[src/rtl/drop_scheduler.sv]
// rtl/drop_scheduler.sv - BuildingDrops scene FSM, block spawn/fall, player lanes and collision
// Optional level input `pause` is compiled in when DROP_PAUSE_EN is defined.
module drop_scheduler #(
  parameter int TICK_DIV  = 250000,
  parameter int STEP      = 4,
  parameter int SPAWN_GAP = 40,
  parameter int FLOOR_ROW = 400,
  parameter int BLOCK_H   = 80,
  parameter int SCREEN_H  = 480,
  parameter int PARK      = 600
) (
  input  logic        clk,
  input  logic        rst,
  input  logic        start,
  input  logic        move_left,
  input  logic        move_right,
`ifdef DROP_PAUSE_EN
  input  logic        pause,
`endif
  output logic [11:0] blocks,
  output logic [59:0] pos_blocks,
  output logic [1:0]  people,
  output logic [1:0]  scene,
  output logic [15:0] score,
  output logic [5:0]  active
);
  localparam int NSLOT = 6;
  localparam int TW = (TICK_DIV > 1) ? $clog2(TICK_DIV) : 1;
  localparam int SW = (SPAWN_GAP > 1) ? $clog2(SPAWN_GAP) : 1;
  localparam logic [TW-1:0] TICK_LAST  = TW'(TICK_DIV - 1);
  localparam logic [SW-1:0] SPAWN_LAST = SW'(SPAWN_GAP - 1);
  localparam logic [9:0]    STEP_V     = 10'(STEP);
  localparam logic [9:0]    PARK_V     = 10'(PARK);
  localparam logic [9:0]    SCREEN_V   = 10'(SCREEN_H);
  localparam logic [10:0]   BLOCK_V    = 11'(BLOCK_H);
  localparam logic [10:0]   FLOOR_V    = 11'(FLOOR_ROW);

  typedef enum logic [1:0] {
    SC_START = 2'd0,
    SC_RUN   = 2'd1,
    SC_END   = 2'd2
  } scene_t;

  scene_t           state_q, state_d;
  logic [1:0]       lane_q [NSLOT];
  logic [1:0]       lane_d [NSLOT];
  logic [9:0]       pos_q  [NSLOT];
  logic [9:0]       pos_d  [NSLOT];
  logic [NSLOT-1:0] act_q, act_d;
  logic [1:0]       people_q, people_d;
  logic [15:0]      score_q, score_d;
  logic [TW-1:0]    tcnt_q, tcnt_d;
  logic [SW-1:0]    scnt_q, scnt_d;
  logic [15:0]      lfsr_q;
  logic             start_q, left_q, right_q;

  logic             hold, start_edge, left_edge, right_edge, tick, collide;
  logic [9:0]       nxt_pos;
  logic [2:0]       retired;
  logic             found;
  logic [16:0]      score_sum;

`ifdef DROP_PAUSE_EN
  assign hold = pause;
`else
  assign hold = 1'b0;
`endif

  assign start_edge = start & ~start_q & ~hold;
  assign left_edge  = move_left & ~left_q;
  assign right_edge = move_right & ~right_q;
  assign tick       = (state_q == SC_RUN) && !hold && (tcnt_q == TICK_LAST);

  // Evaluated on registered state only, so a lane change counts from the next cycle.
  always_comb begin
    collide = 1'b0;
    for (int i = 0; i < NSLOT; i++) begin
      if (act_q[i] && (lane_q[i] == people_q) &&
          (({1'b0, pos_q[i]} + BLOCK_V) > FLOOR_V) && (pos_q[i] < SCREEN_V))
        collide = 1'b1;
    end
  end

  always_comb begin
    state_d   = state_q;
    lane_d    = lane_q;
    pos_d     = pos_q;
    act_d     = act_q;
    people_d  = people_q;
    score_d   = score_q;
    tcnt_d    = tcnt_q;
    scnt_d    = scnt_q;
    nxt_pos   = '0;
    retired   = '0;
    found     = 1'b0;
    score_sum = '0;
    unique case (state_q)
      SC_START: begin
        if (start_edge) begin
          state_d = SC_RUN;
          for (int i = 0; i < NSLOT; i++) begin
            lane_d[i] = '0;
            pos_d[i]  = PARK_V;
          end
          act_d    = '0;
          people_d = 2'd1;
          score_d  = '0;
          tcnt_d   = '0;
          scnt_d   = '0;
        end
      end
      SC_RUN: begin
        if (!hold)
          tcnt_d = tick ? '0 : tcnt_q + 1'b1;
        if (tick) begin
          for (int i = 0; i < NSLOT; i++) begin
            if (act_q[i]) begin
              nxt_pos = pos_q[i] + STEP_V;
              if (nxt_pos >= SCREEN_V) begin
                act_d[i]  = 1'b0;
                pos_d[i]  = PARK_V;
                lane_d[i] = '0;
                retired   = retired + 3'd1;
              end else begin
                pos_d[i] = nxt_pos;
              end
            end
          end
          score_sum = {1'b0, score_q} + {14'd0, retired};
          score_d   = score_sum[16] ? 16'hFFFF : score_sum[15:0];
          // Free-slot search looks at act_q, so a slot retiring this tick is not reused yet.
          if (scnt_q == SPAWN_LAST) begin
            scnt_d = '0;
            for (int i = 0; i < NSLOT; i++) begin
              if (!act_q[i] && !found) begin
                found     = 1'b1;
                act_d[i]  = 1'b1;
                pos_d[i]  = '0;
                lane_d[i] = lfsr_q[1:0];
              end
            end
          end else begin
            scnt_d = scnt_q + 1'b1;
          end
        end
        if (!hold && !collide) begin
          if (left_edge && !right_edge && people_q != 2'd0)
            people_d = people_q - 2'd1;
          else if (right_edge && !left_edge && people_q != 2'd3)
            people_d = people_q + 2'd1;
        end
        if (collide)
          state_d = SC_END;
      end
      SC_END: begin
        if (start_edge)
          state_d = SC_START;
      end
      default: state_d = SC_START;
    endcase
  end

  always_ff @(posedge clk or posedge rst) begin
    if (rst) begin
      state_q  <= SC_START;
      act_q    <= '0;
      people_q <= 2'd1;
      score_q  <= '0;
      tcnt_q   <= '0;
      scnt_q   <= '0;
      lfsr_q   <= 16'hACE1;
      start_q  <= 1'b0;
      left_q   <= 1'b0;
      right_q  <= 1'b0;
      for (int i = 0; i < NSLOT; i++) begin
        lane_q[i] <= '0;
        pos_q[i]  <= PARK_V;
      end
    end else begin
      state_q  <= state_d;
      act_q    <= act_d;
      people_q <= people_d;
      score_q  <= score_d;
      tcnt_q   <= tcnt_d;
      scnt_q   <= scnt_d;
      lfsr_q   <= {lfsr_q[14:0], lfsr_q[15] ^ lfsr_q[13] ^ lfsr_q[12] ^ lfsr_q[10]};
      start_q  <= start;
      left_q   <= move_left;
      right_q  <= move_right;
      lane_q   <= lane_d;
      pos_q    <= pos_d;
    end
  end

  always_comb begin
    blocks     = '0;
    pos_blocks = '0;
    for (int i = 0; i < NSLOT; i++) begin
      blocks[2*i +: 2]      = lane_q[i];
      pos_blocks[10*i +: 10] = pos_q[i];
    end
  end

  assign people = people_q;
  assign scene  = state_q;
  assign score  = score_q;
  assign active = act_q;

endmodule

[config.mk]
export PLATFORM = sky130hd
export DESIGN_NAME = drop_scheduler
export DESIGN_NICKNAME = d
export VERILOG_FILES = /design/src/rtl/drop_scheduler.sv
export SDC_FILE = /design/constraint.sdc
export NUM_CORES = 1
export LEC_CHECK = 0
export ABC_AREA = 1
export CAP_MARGIN = 0
export CELL_PAD_IN_SITES_DETAIL_PLACEMENT = 0
export CELL_PAD_IN_SITES_GLOBAL_PLACEMENT = 1
export CORE_ASPECT_RATIO = 1.1
export CORE_UTILIZATION = 32
export CTS_CLUSTER_SIZE = 8
export DETAILED_ROUTE_END_ITERATION = 6
export PLACE_DENSITY_LB_ADDON = 0.1
export SYNTH_ARGS = -nofsm -noshare
export SYNTH_HDL_FRONTEND = slang
export SYNTH_SLANG_ARGS = --single-unit
[constraint.sdc]
create_clock -name clk -period 14.4 [get_ports clk]
set_input_delay 2.16 -clock clk [delete_from_list [all_inputs] [get_ports clk]]
set_output_delay 2.16 -clock clk [all_outputs]
set_load 0.02 [all_outputs]
# After elaboration in Yosys (flattened, before gate mapping)
# Cells that the tools add are included.
# W data, S select, Z words.
dict set report word_totals {
  ff_bits 141
  input_bits 5
  output_inout_bits 98
  wordCells 269
}
dict set report op_classes {
  n_addsub 22
  n_lt_le_gt_ge 18
  n_eq_ne 17
  muxes 134
  n_bitwise 9
  reduce_logical 47
}
# operator n
set op_table {}
lappend op_table {{$mux W10} 18}
lappend op_table {{$mux W60} 3}
lappend op_table {{$pmux W60 S2} 1}
lappend op_table {{$add A10 B7 Y11 const B} 6}
lappend op_table {{$gt A11 B9 Y1 const B} 6}
lappend op_table {{$mux W3} 22}
lappend op_table {{$add A10 B3 Y10 const B} 6}
lappend op_table {{$ge A10 B9 Y1 const B} 6}
lappend op_table {{$lt A10 B9 Y1 const B} 6}
lappend op_table {{$mux W16} 3}
lappend op_table {{$mux W2} 24}
lappend op_table {{$mux W1} 46}
lappend op_table {{$mux W12} 3}
lappend op_table {{$mux W18} 2}
lappend op_table {{$pmux W18 S2} 1}
lappend op_table {{$pmux W16 S2} 1}
lappend op_table {{$mux W6} 5}
lappend op_table {{$logic_and A1 B1 Y1} 28}
lappend op_table {{$pmux W12 S2} 1}
lappend op_table {{$pmux W6 S2} 2}
lappend op_table {{$add A18 B1 Y18 const B} 1}
lappend op_table {{$eq A18 B18 Y1 const B} 1}
lappend op_table {{$add A16 B3 Y17} 1}
lappend op_table {{$add A3 B1 Y3 const B} 5}
lappend op_table {{other kinds (20)} 49}

# Logic depth before layout (Yosys ltp)
# Gate-level depths: netlist of the first run.
dict set report depth {
  depth_word 35
  mapped_depth 46
  mapped_depth_nobuf 46
}

# Worst setup path before layout of the first run
# No wires, ideal clock.
dict set report synth_path {
  kind {register to register}
  startpoint {register pos_q, in the netlist pos_blocks[4]}
  endpoint {register score_q[3] (netlist: score[3])}
  setup_ps 83
  t_arrival_ps 5336
  required_time_ps 14317
  slack_ps 8981
  path_stages_with_launch 44
  path_buffers 1
  period_less_slack_ps 5419
  cell_sequence {dfstp_2 -> ha_1 -> nand3_1 -> or2_0 -> nand2_1 -> inv_1 -> nand3_2 -> nand2_4 -> inv_1 -> nor2_1 -> ha_1 -> nand2_1 -> nand2_4 -> ha_1 -> nand3_1 -> nand2_2 -> ha_1 -> inv_1 -> [8 not listed] -> o21ai_1 -> nand2_1 -> nand2_1 -> nand2_1 -> inv_1 -> nand2_1 -> nand2_1 -> inv_1 -> ha_1 -> nand2_1 -> a21oi_2 -> nand4_1 -> nor3_1 -> inv_2 -> nor4_4 -> buf_6 -> o21ai_0 -> o21ai_0}
}
dict set report synth_between {
  elab_chain_cells 35
}
# element line
set synth_rtl {}
lappend synth_rtl {{from (decl)} 47} ;# logic [9:0] pos_q [NSLOT];
lappend synth_rtl {{from (signal assigned)} 191} ;# pos_q <= pos_d;
lappend synth_rtl {{$add A10 B3 Y10 (*)} 118} ;# nxt_pos = pos_q[i] + STEP_V;
lappend synth_rtl {{$ge A10 B9 Y1 (*)} 119} ;# if (nxt_pos >= SCREEN_V) begin
lappend synth_rtl {{$mux W1 (*)} 119}
lappend synth_rtl {{$mux W1 (*)} 117} ;# if (act_q[i]) begin
lappend synth_rtl {{$mux W3 (*)} 115} ;# if (tick) begin
lappend synth_rtl {{$mux W3 (*)} 97} ;# unique case (state_q)
lappend synth_rtl {{$add A3 B1 Y3} 123} ;# retired = retired + 3'd1;
lappend synth_rtl {{$mux W3} 119}
lappend synth_rtl {{[19 not listed]} --}
lappend synth_rtl {{$mux W3} 119}
lappend synth_rtl {{$mux W3 (*)} 117}
lappend synth_rtl {{$mux W3 (*)} 115}
lappend synth_rtl {{$mux W3 (*)} 97}
lappend synth_rtl {{$add A16 B3 Y17 (*)} 129} ;# score_sum = {1'b0, score_q} + {14'd0, retired};
lappend synth_rtl {{$mux W16 (*)} 130} ;# score_d = score_sum[16] ? 16'hFFFF : score_sum[15:0];
lappend synth_rtl {{$mux W16 (*)} 115}
lappend synth_rtl {{$pmux W16 S2 (*)} 97}
lappend synth_rtl {{to (signal assigned)} 183} ;# score_q <= score_d;
lappend synth_rtl {{to (decl)} 51} ;# logic [15:0] score_q, score_d;
# Mark *: on every way between the ends. The rest lies on a longest branch, timed or not. The select of a mux whose other input is x is not followed.
# A chain may end at the register's enable or synchronous reset.

# Worst setup path in the final report of the first run
dict set report layout_path {
  startpoint {register pos_q, in the netlist pos_blocks[4]}
  endpoint {register score_q[15] (netlist: score[15])}
}
# Same word-level chain as after synthesis.

==> flow_metrics.tcl, run 1 <==
set metrics [dict create \
    run_status "completed" \
    post_synth.cell_area_avg_um2 7.904 \
    worst-path-max-fanout 15 \
    period_needed_ps 6281 \
    cp_data_arrival_time_ps 6610 \
    timing.slew.headroom 0.3857 \
    critPathMostFrequentCell "sky130_fd_sc_hd__nand2_1" \
    post_cts_buffers 0 \
    via_count 7778 \
    cpPeakStageDelay_ps 620 \
    cts_tree "yes" \
    setup_viol 0 \
    detail_route.wl_per_cell_um 16.66 \
    max_cap_violations 0 \
    place.port_buffers 102 \
    timing.critical_path.required_ps 14730 \
    syn_to_final_growth_pct 22.86 \
    grt_antenna_before_repair 0 \
    unrepaired_setup_endpoints_after_global_routing "no" \
    detailedRoute.firstIterationViolations 404 \
    timing.final.max_slew_violations 0 \
    io_pins 103 \
    n_antenna_cell 0 \
    ctsLongestPathBuffers 2 \
    net_count_synth 1142 \
    dp_slack_ps 8151 \
    least_setup_slack_across_all_paths_after_layout_ps 8119 \
    ys_warn_count 0 \
    max_vdd_drop_uv 76.39 \
    grt_pass1_wl_um 43100 \
    die_w_um 159.4 \
    remaining_global_route_overflow 0 \
    power.leakage_nw 4.760 \
    dp_hpwl_um 18610 \
    hp-class "flop to flop" \
    placement_rows 63 \
    fmax_ghz 0.1592 \
    clock-sinks 141 \
    synthesis.instances 1103 \
    layout_commonest_cell "sky130_fd_sc_hd__nand2_1" \
    fin_skew_ps 12.84 \
    cp_bufs_invs 7 \
    first_global_vias 7866 \
    htree_levels 4 \
    total_cts_buffers 17 \
    die_height_um 175.1 \
    route.detailed.vias_per_inst 4.948 \
    crit_path_end_kind "flop" \
    synth-edff-count 0 \
    die-area_um2 27910 \
    initial_utilization 0.3243 \
    netlist-cell-type-count 51 \
    startpoint_type_of_the_worst_setup_path "flop" \
    post_synth_top_flop "sky130_fd_sc_hd__dfrtp_1" \
    ys_ff_latch 141 \
    async_flop_share 1.000 \
    detail_route.first_pass.iterations 7 \
    cts_repair_resize_count 0 \
    grt_usage 0.1970 \
    drt_drc_violations_left 0 \
    fp.coreArea_um2 26880 \
    routabilityCongestion 0.8433 \
    post_route_cells_drive_above_1_share 0.1078 \
    syn_area_um2 8718 \
    layout.filler_cells 2745 \
    hold_viol 0 \
    synth_sequential_area_ratio 0.4094 \
    min_period_over_period 0.4362 \
    clock_tree.root_cell "sky130_fd_sc_hd__clkbuf_16" \
    worst_path_dominant_cell_family "simple AND/OR/NAND/NOR gates" \
    critical_path.slowest_cell "sky130_fd_sc_hd__nor4_4" \
    fin_tns_setup_ps 0 \
    finalNetCount 1241 \
    cts_hold_repair.buffers 0 \
    largest_net_degree_at_the_start_of_global_routing 96 \
    leading_cell_types_in_the_layout_fill_and_taps_excluded "sky130_fd_sc_hd__nand2_1, sky130_fd_sc_hd__inv_1, sky130_fd_sc_hd__dfrtp_1, sky130_fd_sc_hd__clkdlybuf4s50_1, sky130_fd_sc_hd__nor2_1" \
    drt_wl_total_um 26180 \
    drt.antenna.violating_nets 0 \
    clkSlewWorstSetupHoldPaths_ps 70 \
    power_per_cell_area_nw_per_um2 165.6 \
    tightest_slew_ps 921.5 \
    worstSetupPathType "flop to flop" \
    insertion_delay_ps 430 \
]
==> path summary, 6_finish.rpt <==
check | from | end | slack [ps] | depth (start not counted)
max in group asynchronous | rst | active[4] | 10920 | 3
setup / recovery | pos_blocks[4] | score[15] | 8120 | 42
hold / removal | lfsr_q[4] | lfsr_q[5] | 350 | 0
setup reg to reg | pos_blocks[4] | score[15] | 8120 | 42
min in group asynchronous | rst | tcnt_q[1] | 2270 | 2
hold reg to reg | lfsr_q[4] | lfsr_q[5] | 350 | 0
==> metrics by stage <==
stage | power (mW) | hold WS [ps] | util | cells | cell area (µm²)
global placement | 1.318 | 334.2 | 0.3753 | 1540 | 10090
detailed placement | 1.312 | 338.3 | 0.3753 | 1540 | 10090
finish | 1.774 | 349.5 | 0.3985 | 1572 | 10710
global route | 1.902 | 353.8 | 0.3985 | 1572 | 10710
CTS | 1.797 | 349.5 | 0.3985 | 1572 | 10710
floorplan | 1.044 | 331.2 | - | 1103 | 8718
==> sequential cells by signal, indices dropped and copies added (netlist names) <==
name,count
active,6
lfsr_q,16
left_q,1
score,16
people,2
pos_blocks,60
right_q,1
scene,2
start_q,1
tcnt_q,18
scnt_q,6
blocks,12
==> final cells by class <==
type | instances | area [µm²] | share of cell area
well taps | 357 | 446.7 | 0.04170
clock inverters | 14 | 185.2 | 0.01729
flip-flops and latches | 141 | 3570 | 0.3333
multi-input cells | 754 | 4328 | 0.4040
repair buffers | 105 | 1044 | 0.09742
inverters | 183 | 699.4 | 0.06530
clock buffers | 18 | 439.2 | 0.04100
==> cells by family (layout without fill, tap and decap cells) <==
group                      Yosys count  after routing  share of synthesized area
and+or+nand+nor                    449            449                     0.2463
AOI/OAI and AO/OA                  230            230                     0.1593
buffers and inverters              208            320                    0.09414
DFF                                141            141                     0.4094
xor gates and xnor gates            41             41                    0.04119
adders and majority gates           34             34                    0.04966
==> routing by layer <==
| metal | global-route usage | vias up | part of all wire |
|---|---|---|---|
| li1 | - | 3899 | - |
| met1 | 0.2596 | 3730 | 0.47 |
| met2 | 0.3322 | 128 | 0.48 |
| met3 | 0.03323 | 21 | 0.030 |
| met4 | 0.05449 | 0 | 0.013 |
| met5 | 0 | - | 0 |
==> Yosys cell counts (16+ instances only) <==
master,number,area share
sky130_fd_sc_hd__nor2_1,92,0.040
sky130_fd_sc_hd__nand2_2,16,0.011
sky130_fd_sc_hd__o22ai_1,44,0.032
sky130_fd_sc_hd__ha_1,33,0.047
sky130_fd_sc_hd__nand2_1,196,0.084
sky130_fd_sc_hd__xor2_1,36,0.036
sky130_fd_sc_hd__dfrtp_1,108,0.31
sky130_fd_sc_hd__o21ai_0,75,0.043
sky130_fd_sc_hd__inv_1,170,0.073
sky130_fd_sc_hd__a21oi_1,46,0.026
sky130_fd_sc_hd__nand3_1,55,0.032
sky130_fd_sc_hd__dfstp_2,33,0.099
sky130_fd_sc_hd__nor3_1,24,0.014
sky130_fd_sc_hd__nand4_1,23,0.017
==> report_power, final <==
group	switching, mW	internal (mW)	leakage, nW	total (mW)
combinational	0.401	0.273	2.65	0.674
sequential	0.129	0.497	1.80	0.625
clock	0.193	0.281	0.307	0.475
total	0.723	1.05	4.76	1.77
Note: power is estimated with default switching activity, not from simulation.
==> run 2, diff against run 1 <==
Clock period 14.4 ns to 6.4 ns, I/O delays scaled along.
==> run 2 against run 1 <==
Fmax increased by 10%. Hold slack got worse by 0.85 ps. Wire length decreased by 0.70%. Setup slack got worse by 7400 ps. Clock power increased by 110%. Critical path depth increased by 1. Highest routed layer unchanged.
==> flow_metrics.tcl, run 2 (synthesis gave the netlist of run 1 again) <==
set metrics [dict create \
    timing.critical_path.required_ps 6730 \
    fin_tns_setup_ps 0 \
    critPathMostFrequentCell "sky130_fd_sc_hd__nand2_1" \
    worst_path_dominant_cell_family "simple AND/OR/NAND/NOR gates" \
    cp_data_arrival_time_ps 6030 \
    largest_net_degree_at_the_start_of_global_routing 100 \
    period_needed_ps 5699 \
    place.port_buffers 102 \
    min_period_over_period 0.8904 \
    drt.antenna.violating_nets 0 \
    ctsLongestPathBuffers 2 \
    timing.slew.headroom 0.3589 \
    first_global_vias 7780 \
    cp_bufs_invs 8 \
    n_antenna_cell 0 \
    timing.final.max_slew_violations 0 \
    grt_antenna_before_repair 0 \
    critical_path.reg2reg.startpoint "pos_blocks[4]" \
    power_mw 3.951 \
    post-place-cells 1543 \
    worst-path-max-fanout 9 \
    die-area_um2 27910 \
    worstSetupPathDepth 43 \
    clock_tree.root_cell "sky130_fd_sc_hd__clkbuf_16" \
    via_count 7821 \
    run_status "completed" \
    unrepaired_setup_endpoints_after_global_routing "no" \
    multi_input_comb_area_um2 4348 \
    cts_hold_repair.buffers 0 \
    clock-sinks 141 \
    post_route_cells_drive_above_1_share 0.1116 \
    insertion_delay_ps 430 \
    depth_of_the_most_critical_reg_to_reg_path 43 \
    worstSetupStartpoint "pos_blocks[4]" \
    route.detailed.vias_per_inst 4.963 \
    die_height_um 175.1 \
    seqCellArea_um2 3570 \
    grt_usage 0.1940 \
    max_cap_violations 0 \
    initial_utilization 0.3243 \
    fmax_ghz 0.1755 \
    cpPeakStageDelay_ps 580 \
    grt_pass1_wl_um 42820 \
    dp_hpwl_um 18640 \
    final_std_cells_w_o_fill 1576 \
    die_w_um 159.4 \
    total_cts_buffers 17 \
    syn_to_final_growth_pct 23.09 \
    power.leakage_nw 4.766 \
    detail_route.wl_per_cell_um 16.50 \
    critical_path.slowest_cell "sky130_fd_sc_hd__dfstp_2" \
    io_pins 103 \
    startpoint_type_of_the_worst_setup_path "flop" \
    layout.filler_cells 2751 \
    worstSetupPathType "flop to flop" \
    setup_viol 0 \
    largest_register_ff_count 60 \
    crit_path_end_kind "flop" \
    drt_wl_total_um 26000 \
    finalNetCount 1245 \
    hold_depth 0 \
    hold_viol 0 \
    drt_drc_violations_left 0 \
    remaining_global_route_overflow 0 \
    fin_skew_ps 15.61 \
    power_per_cell_area_nw_per_um2 368.2 \
    layout_commonest_cell "sky130_fd_sc_hd__nand2_1" \
    clkSlewWorstSetupHoldPaths_ps 70 \
    detailedRoute.firstIterationViolations 390 \
    fp.coreArea_um2 26880 \
    tightest_slew_ps 961.6 \
    placement_rows 63 \
    htree_levels 4 \
    timing.hold.worst.start "lfsr_q[4]" \
    cts_tree "yes" \
    max_vdd_drop_uv 168.4 \
    leading_cell_types_in_the_layout_fill_and_taps_excluded "sky130_fd_sc_hd__nand2_1, sky130_fd_sc_hd__inv_1, sky130_fd_sc_hd__dfrtp_1, sky130_fd_sc_hd__clkdlybuf4s50_1, sky130_fd_sc_hd__nor2_1" \
    detail_route.first_pass.iterations 7 \
    routabilityCongestion 0.8288 \
    hp-class "flop to flop" \
]
## run 2: cell count changes in the layout (fill, tap and decap cells not counted), sizes merged
cell	change
buf	+4
clkbuf	+3
inv	-3
clkinvlp	+1
clkinv	-1
## run 2: final timing paths
path | endpoint | slack [ps]
worst max-delay path | score[6] | 700
worst min-delay path | lfsr_q[5] | 350
worst max register to register | score[6] | 700
worst min register to register | lfsr_q[5] | 350
max in group asynchronous | lfsr_q[6] | 4100
min in group asynchronous | tcnt_q[1] | 1120
## run 2: routing by layer
metal	global-route usage	wire, µm	vias to the layer above
met4	0.05369	310	0
met1	0.2622	12520	3763
met3	0.02374	772	22
met2	0.3257	12390	126
li1	-	-	3910
met5	0	0	-
## run 2: through the flow
step,area (µm²),hold WS [ps],util,setup slack (ps)
after global routing,10730,355.4,0.3992,4.817
after detailed placement,10110,337.1,0.3761,538.2
final,10730,348.6,0.3992,701.4
after CTS,10700,353.1,0.3982,514.4
after floorplan,8718,331.2,-,981.4
after global placement,10110,336.3,0.3761,637.6
## run 2: timing repair
action	4_1_cts	5_1_grt
gates resized for setup	0	5
setup buffers	0	1
endpoints found under the setup margin	0	16
## run 2: power breakdown
part / total [mW] / switching (mW) / internal (mW)
clock: 1.02 / 0.400 / 0.623
sequential: 1.41 / 0.293 / 1.12
combinational: 1.52 / 0.903 / 0.615
total: 3.95 / 1.60 / 2.36
## run 2: final cells by class
type                    count  area share
clock buffers              21     0.04197
clock inverters            11     0.01341
inverters                 183     0.06517
multi-input cells         754      0.4052
flip-flops and latches    141      0.3326
well taps                 357     0.04162
repair buffers            109      0.1000
